## config.mk

```make
export PLATFORM = sky130hd
export DESIGN_NAME = sprite_fetch_arbiter
export DESIGN_NICKNAME = d
export VERILOG_FILES = /design/src/rtl/sprite_fetch_arbiter.sv
export SDC_FILE = /design/constraint.sdc
export NUM_CORES = 1
export LEC_CHECK = 0
export CAP_MARGIN = 20
export CORE_UTILIZATION = 40
export DETAILED_ROUTE_END_ITERATION = 8
export PLACE_DENSITY = 0.77
export RECOVER_POWER = 50
export SETUP_SLACK_MARGIN = 0.5
export SLEW_MARGIN = 20
export SYNTH_ARGS = -nofsm -noshare
export SYNTH_HDL_FRONTEND = slang
export SYNTH_SLANG_ARGS = --single-unit
```

## constraint.sdc

```tcl
create_clock -name Clk -period 3.05 [get_ports Clk]
set_clock_uncertainty 0.05 [all_clocks]
set_input_delay 0.61 -clock Clk [delete_from_list [all_inputs] [get_ports Clk]]
set_output_delay 0.61 -clock Clk [all_outputs]
set_load 0.01 [all_outputs]
```

## src/rtl/sprite_fetch_arbiter.sv

```systemverilog
// Sprite ROM fetch arbiter: round-robin burst grants among NUM_REQ sprite engines on one ROM read port.
// Latency: gnt and the first rom_addr are combinational in the request cycle; pixels return ROM_LAT clocks after each read.
// Backpressure: engines hold req until gnt; one burst at a time, back-to-back bursts with no idle cycle between them.
module sprite_fetch_arbiter #(
  parameter int NUM_REQ = 4,
  parameter int ADDR_W  = 19,
  parameter int DATA_W  = 24,
  parameter int LEN_W   = 6,
  parameter int ROM_LAT = 1
) (
  input  logic                      Clk,
  input  logic                      Reset,
  input  logic [NUM_REQ-1:0]        req,
  input  logic [NUM_REQ*ADDR_W-1:0] req_addr,
  input  logic [NUM_REQ*LEN_W-1:0]  req_len,
  output logic [NUM_REQ-1:0]        gnt,
  output logic                      busy,
  output logic [ADDR_W-1:0]         rom_addr,
  output logic                      rom_re,
  input  logic [DATA_W-1:0]         rom_data,
  output logic [DATA_W-1:0]         rd_data,
  output logic [NUM_REQ-1:0]        rd_valid,
  output logic                      rd_last
);

  localparam int IDX_W = (NUM_REQ > 1) ? $clog2(NUM_REQ) : 1;

  localparam logic [0:0] ST_IDLE  = 1'b0;
  localparam logic [0:0] ST_BURST = 1'b1;

  // Burst bookkeeping
  logic [0:0]        state_q;
  logic [IDX_W-1:0]  ptr_q;
  logic [IDX_W-1:0]  owner_q;
  logic [ADDR_W-1:0] start_q;
  logic [LEN_W-1:0]  len_q;
  logic [LEN_W-1:0]  count_q;

  // Per-requester views of the flattened request buses
  logic [ADDR_W-1:0] addr_arr [NUM_REQ];
  logic [LEN_W-1:0]  len_arr  [NUM_REQ];

  // Arbitration result
  logic              pick_vld;
  logic [IDX_W-1:0]  pick_idx;
  logic              grant_fire;
  logic [ADDR_W-1:0] sel_addr;
  logic [LEN_W-1:0]  sel_len;

  // Address issued this cycle (grant cycle or burst continuation)
  logic              burst_last;
  logic              iss_vld;
  logic [ADDR_W-1:0] iss_addr;
  logic [IDX_W-1:0]  iss_owner;
  logic              iss_last;
  logic [IDX_W-1:0]  ptr_nxt;

  // Return pipeline, one stage per clock of ROM latency
  logic              pipe_vld  [ROM_LAT];
  logic [IDX_W-1:0]  pipe_own  [ROM_LAT];
  logic              pipe_last [ROM_LAT];
  logic [DATA_W-1:0] hold_q;

  // Slice the flattened request buses into per-requester arrays
  for (genvar g = 0; g < NUM_REQ; g++) begin : g_slice
    assign addr_arr[g] = req_addr[g*ADDR_W +: ADDR_W];
    assign len_arr[g]  = req_len[g*LEN_W +: LEN_W];
  end

  // Round-robin pick: first requesting engine at or after ptr_q, wrapping around
  always_comb begin
    int               cand;
    logic [IDX_W-1:0] cand_idx;
    pick_vld = 1'b0;
    pick_idx = '0;
    cand     = 0;
    cand_idx = '0;
    for (int k = 0; k < NUM_REQ; k++) begin
      cand     = (int'(ptr_q) + k) % NUM_REQ;
      cand_idx = IDX_W'(cand);
      if (!pick_vld && req[cand_idx]) begin
        pick_vld = 1'b1;
        pick_idx = cand_idx;
      end
    end
  end

  // A grant only happens when no burst is issuing; reset forces every output low at once
  assign grant_fire = Reset && (state_q == ST_IDLE) && pick_vld;
  assign sel_addr   = addr_arr[pick_idx];
  assign sel_len    = (len_arr[pick_idx] == '0) ? LEN_W'(1) : len_arr[pick_idx];
  assign burst_last = (state_q == ST_BURST) && (count_q == len_q - LEN_W'(1));

  // Select which address goes to the ROM this cycle and who owns it
  always_comb begin
    iss_vld   = 1'b0;
    iss_addr  = '0;
    iss_owner = '0;
    iss_last  = 1'b0;
    if (grant_fire) begin
      iss_vld   = 1'b1;
      iss_addr  = sel_addr;
      iss_owner = pick_idx;
      iss_last  = (sel_len == LEN_W'(1));
    end else if (state_q == ST_BURST) begin
      iss_vld   = 1'b1;
      iss_addr  = start_q + ADDR_W'(count_q);
      iss_owner = owner_q;
      iss_last  = burst_last;
    end
  end

  // Round-robin pointer moves just past the owner of the finishing burst
  always_comb begin
    if (iss_owner == IDX_W'(NUM_REQ - 1)) ptr_nxt = '0;
    else                                  ptr_nxt = iss_owner + IDX_W'(1);
  end

  // One-hot grant pulse
  always_comb begin
    gnt = '0;
    if (grant_fire) gnt[pick_idx] = 1'b1;
  end

  assign rom_re   = iss_vld;
  assign rom_addr = iss_addr;
  assign busy     = iss_vld;

  // Burst FSM: latch the granted request, then step through the remaining pixels
  always_ff @(posedge Clk or negedge Reset) begin
    if (!Reset) begin
      state_q <= ST_IDLE;
      owner_q <= '0;
      start_q <= '0;
      len_q   <= '0;
      count_q <= '0;
    end else if (grant_fire) begin
      owner_q <= pick_idx;
      start_q <= sel_addr;
      len_q   <= sel_len;
      count_q <= LEN_W'(1);
      state_q <= (sel_len == LEN_W'(1)) ? ST_IDLE : ST_BURST;
    end else if (state_q == ST_BURST) begin
      if (burst_last) state_q <= ST_IDLE;
      else            count_q <= count_q + LEN_W'(1);
    end
  end

  // Pointer update on the last address of every burst, including single-pixel ones
  always_ff @(posedge Clk or negedge Reset) begin
    if (!Reset)                    ptr_q <= '0;
    else if (iss_vld && iss_last)  ptr_q <= ptr_nxt;
  end

  // Return pipeline tracks owner and last flag alongside each outstanding ROM read
  always_ff @(posedge Clk or negedge Reset) begin
    if (!Reset) begin
      for (int k = 0; k < ROM_LAT; k++) begin
        pipe_vld[k]  <= 1'b0;
        pipe_own[k]  <= '0;
        pipe_last[k] <= 1'b0;
      end
    end else begin
      pipe_vld[0]  <= iss_vld;
      pipe_own[0]  <= iss_owner;
      pipe_last[0] <= iss_vld && iss_last;
      for (int k = 1; k < ROM_LAT; k++) begin
        pipe_vld[k]  <= pipe_vld[k-1];
        pipe_own[k]  <= pipe_own[k-1];
        pipe_last[k] <= pipe_last[k-1];
      end
    end
  end

  // Remember the last delivered pixel so rd_data stays put between valids
  always_ff @(posedge Clk or negedge Reset) begin
    if (!Reset)                      hold_q <= '0;
    else if (pipe_vld[ROM_LAT-1])    hold_q <= rom_data;
  end

  // Steer the returning pixel to its owner
  always_comb begin
    rd_valid = '0;
    if (pipe_vld[ROM_LAT-1]) rd_valid[pipe_own[ROM_LAT-1]] = 1'b1;
  end

  assign rd_last = pipe_vld[ROM_LAT-1] && pipe_last[ROM_LAT-1];
  assign rd_data = pipe_vld[ROM_LAT-1] ? rom_data : hold_q;

endmodule
```

==> summary.txt <==
Run status
  • Status: finished with violations
  • Failing checks: max-capacitance violations, max-slew violations, negative setup slack

Drt
  • DRT antenna net count: 0
  • DR DRC count: 0
  • Via count of the routed design: 4998
  • Via/cell ratio: around 5.4
  • Post-Route WL: 16760 µm
  • WL/cell: 17.96 µm
  • First-pass DRT Iterations: 5
  • Iter 0 DRT Violations: between 200 and 250

Flow run
  • Max_cap viols: 1

Worst setup path
  • Cells along the critical path: ha_2, fa_2, a21o_1, a21o_1, a21o_1, a21o_4, nand4_1, xor2_2, o21ai_2, buf_2
  • Worst Path Max Fanout: 7
  • Critical path's top delay family: compound AO/OA/AOI/OAI gates
  • Path depth of the worst reg2reg path: 18
  • Critical Path Source Type: flop
  • Critical path type: flop to output port
  • Critical Path End Type: output port
  • Worst Path Buf+Inv: 1
  • Worst path max stage delay: 0.39 ns
  • Worst path slowest cell: dfrtp_1
  • R2R Setup Slk: 0.18 ns
  • WP depth: 10
  • Crit path DAT: 2.63 ns
  • Worst EP required: 2.39 ns
  • Most used cell along the critical path: a21o_1

Synthesis
  • Synth Net Count: 606
  • Cell area after synthesis: 0.004195 mm²
  • Synth warnings: 0
  • Compound-Gate Fraction of Synth Area: 10.65%
  • Largest family of logic cells by synthesized area: simple AND/OR/NAND/NOR gates
  • Cell count after synthesis: 467
  • Mux cell area share after synthesis: between 10% and 20%
  • Simple-gate share of the synthesized area: 21.44%
  • Adder-Cell Fraction of Synth Area: 2.863%
  • Synth Area in XOR/XNOR: 6.054%
  • Mean post-synth cell area: 8.983 µm²
  • Unique cell type count in the Yosys netlist: 56
  • Ys async rst share: 100.0%
  • Yosys reg bits: 64
  • Post-synth EDFFs: 0
  • Sequential share of the synthesized area: between 30% and 40%
  • Synth Flop Type: dfrtp_1

Global route
  • Largest net degree at the start of global routing: 65
  • GRT Util Overall: 30.05%
  • Number of global-route vias before repair: 5351
  • Total grt overflow: 0
  • Initial antenna violation count: 0
  • First-pass GRT wire length: 25900 µm

Floorplan
  • Num ports: between 150 and 200
  • Die area: 0.01090 mm²
  • Site Rows: 37
  • Starting Density: 41.01%
  • Core footprint: approximately 0.010 mm²
  • Die Y-Extent: 104.4 µm
  • Die W: 104.4 µm

CTS
  • CTS clock-pin slew for the worst setup and hold paths: ~0.070 ns
  • Worst-Skew Late Latency: roughly 0.35 ns
  • H-Tree Depth: 3
  • CTS Root Cell: clkbuf_8
  • CTS buffer count: 9
  • CTS tree: built
  • Hold_buf cts: 0
  • Clock Tree Buf Depth: 2
  • CTS sink count: 64

Place
  • RD Place Congestion: 0.8535
  • Number of port buffers: 183
  • Placement Cell Area: 0.006845 mm²
  • Detail Placement HPWL: approximately 10000 µm
  • Cell count after placement: between 800 and 900

STA
  • Tmin final: 3.293 ns
  • Fin. Hold Viols: 0
  • Final setup violating endpoints: 11
  • Min setup slack post-route: -0.2434 ns
  • Max-slew headroom: -5.496%
  • Max-slew violation count: 65
  • RSZ-0062 raised after global routing: yes
  • Worst-margin pin slew: 1.582 ns
  • Part of the cycle the worst path needs: 108.0%
  • Fmax: around 300 MHz

Cells and area
  • N_diodes: 0
  • Post-route cell area: 0.008240 mm²
  • Layout overhead on the synthesized area: 96.42%
  • Commonest non-fill, non-tap cell in the layout: clkdlybuf4s50_1
  • Most frequent cells in the layout: clkdlybuf4s50_1, nand2_1, buf_4
  • Layout cells sized above 1: a little under two fifths
  • Fin nets: 931
  • Final non-filler cell total: 933

Min path
  • Tightest Hold Check Type: flop to flop
  • Hold path depth: 1

Power and ir drop
  • Final Total Pwr: 6.721 mW
  • Leak: 3.775 nW
  • P per Cell Area: between 800 and 900 mW/mm²
  • Max IR drop VDD: 0.4744 mV
==> kinds of logic (layout without fill, tap and decap cells) <==
kind of cell / Yosys count / after routing
AO/OA/AOI/OAI: 66 / 66
XOR/XNOR: 29 / 29
adder cells (fa/ha/maj): 9 / 9
flip-flops: 64 / 64
buffers and inverters: 33 / 362
multiplexers: 69 / 69
AND/OR/NAND/NOR: 197 / 198
==> Yosys cell counts, drive strengths merged, types with 2 or more instances <==
cell type	number	area share, %
clkbuf	15	1.3
a22oi	2	0.48
nor4	2	0.30
a21oi	8	0.95
nor3	6	0.72
mux2i	42	10
nor2b	4	0.66
dfrtp	64	38
and3	7	1.0
xnor2	10	2.1
xor2	19	4.0
or4	2	0.36
nor2	16	1.4
a21boi	2	0.36
inv	8	0.72
a21o	6	1.1
nand2	105	9.8
nand2b	3	0.45
nand3	41	4.9
mux2	27	7.3
o21ai	30	3.6
nand4	5	0.75
ha	8	2.4
o31ai	3	0.66
a211o	2	0.42
buf	10	1.4
==> worst paths after layout <==
kind / startpoint / endpoint
worst max-delay path: start_q[0]$_DFFE_PN0P_ / rom_addr[12]
worst min-delay path: hold_q[10]$_DFF_PN0_ / hold_q[10]$_DFF_PN0_
worst max register to register: ptr_q[1]$_DFFE_PN0P_ / start_q[17]$_DFFE_PN0P_
worst min register to register: hold_q[10]$_DFF_PN0_ / hold_q[10]$_DFF_PN0_
min in group asynchronous: Reset / hold_q[18]$_DFF_PN0_
max in group asynchronous: Reset / start_q[2]$_DFFE_PN0P_
==> cell type report <==
type	count	area [µm²]
Multi-Input combinational cell	371	2929
Clock inverter	6	43.79
Sequential cell	64	1602
Tap cell	136	170.2
Inverter	8	30.03
Fill cell	618	1991
Timing Repair Buffer	338	3328
Clock buffer	10	137.6
==> through the flow <==
stage               hold WS [ns]  setup WS (ns)  util (%)  TNS (ns)
global route              0.4542        -0.3442     80.54    -2.410
detailed placement        0.4177        -0.7381     66.91    -17.59
CTS                       0.4351        -0.1955     77.07    -1.188
global placement          0.4133        -0.6907     66.91    -16.42
finish                    0.4359        -0.2434     80.54    -1.133
floorplan                 0.2644         0.3311         -         0
==> power breakdown <==
part	internal, mW	switching [mW]
Clock	0.317	0.348
Combinational	2.46	2.15
Sequential	1.14	0.298
==> sequential cells by signal, indices dropped and copies added, names as in the netlist <==
| register | cells |
|---|---|
| owner_q | 2 |
| pipe_own | 2 |
| ptr_q | 2 |
| start_q | 19 |
| hold_q | 24 |
| state_q | 1 |
| len_q | 6 |
| pipe_last | 1 |
| count_q | 6 |
| pipe_vld | 1 |
==> routing by layer <==
layer / track usage [%] / share of wire, % / vias to the layer above
met2: 56.10 / 52 / 262
met5: 0 / 0 / -
met3: 5.890 / 6.3 / 72
li1: - / - / 2286
met1: 32.18 / 37 / 2378
met4: 14.18 / 5.7 / 0
==> repair_timing <==
action                     4_1_cts  5_1_grt
cloned                           5        0
pin swaps                       56       37
setup buffers                   65       14
setup endpoints to repair       56       38
resized for setup              189       64
Note: power is estimated with default switching activity, not from simulation.
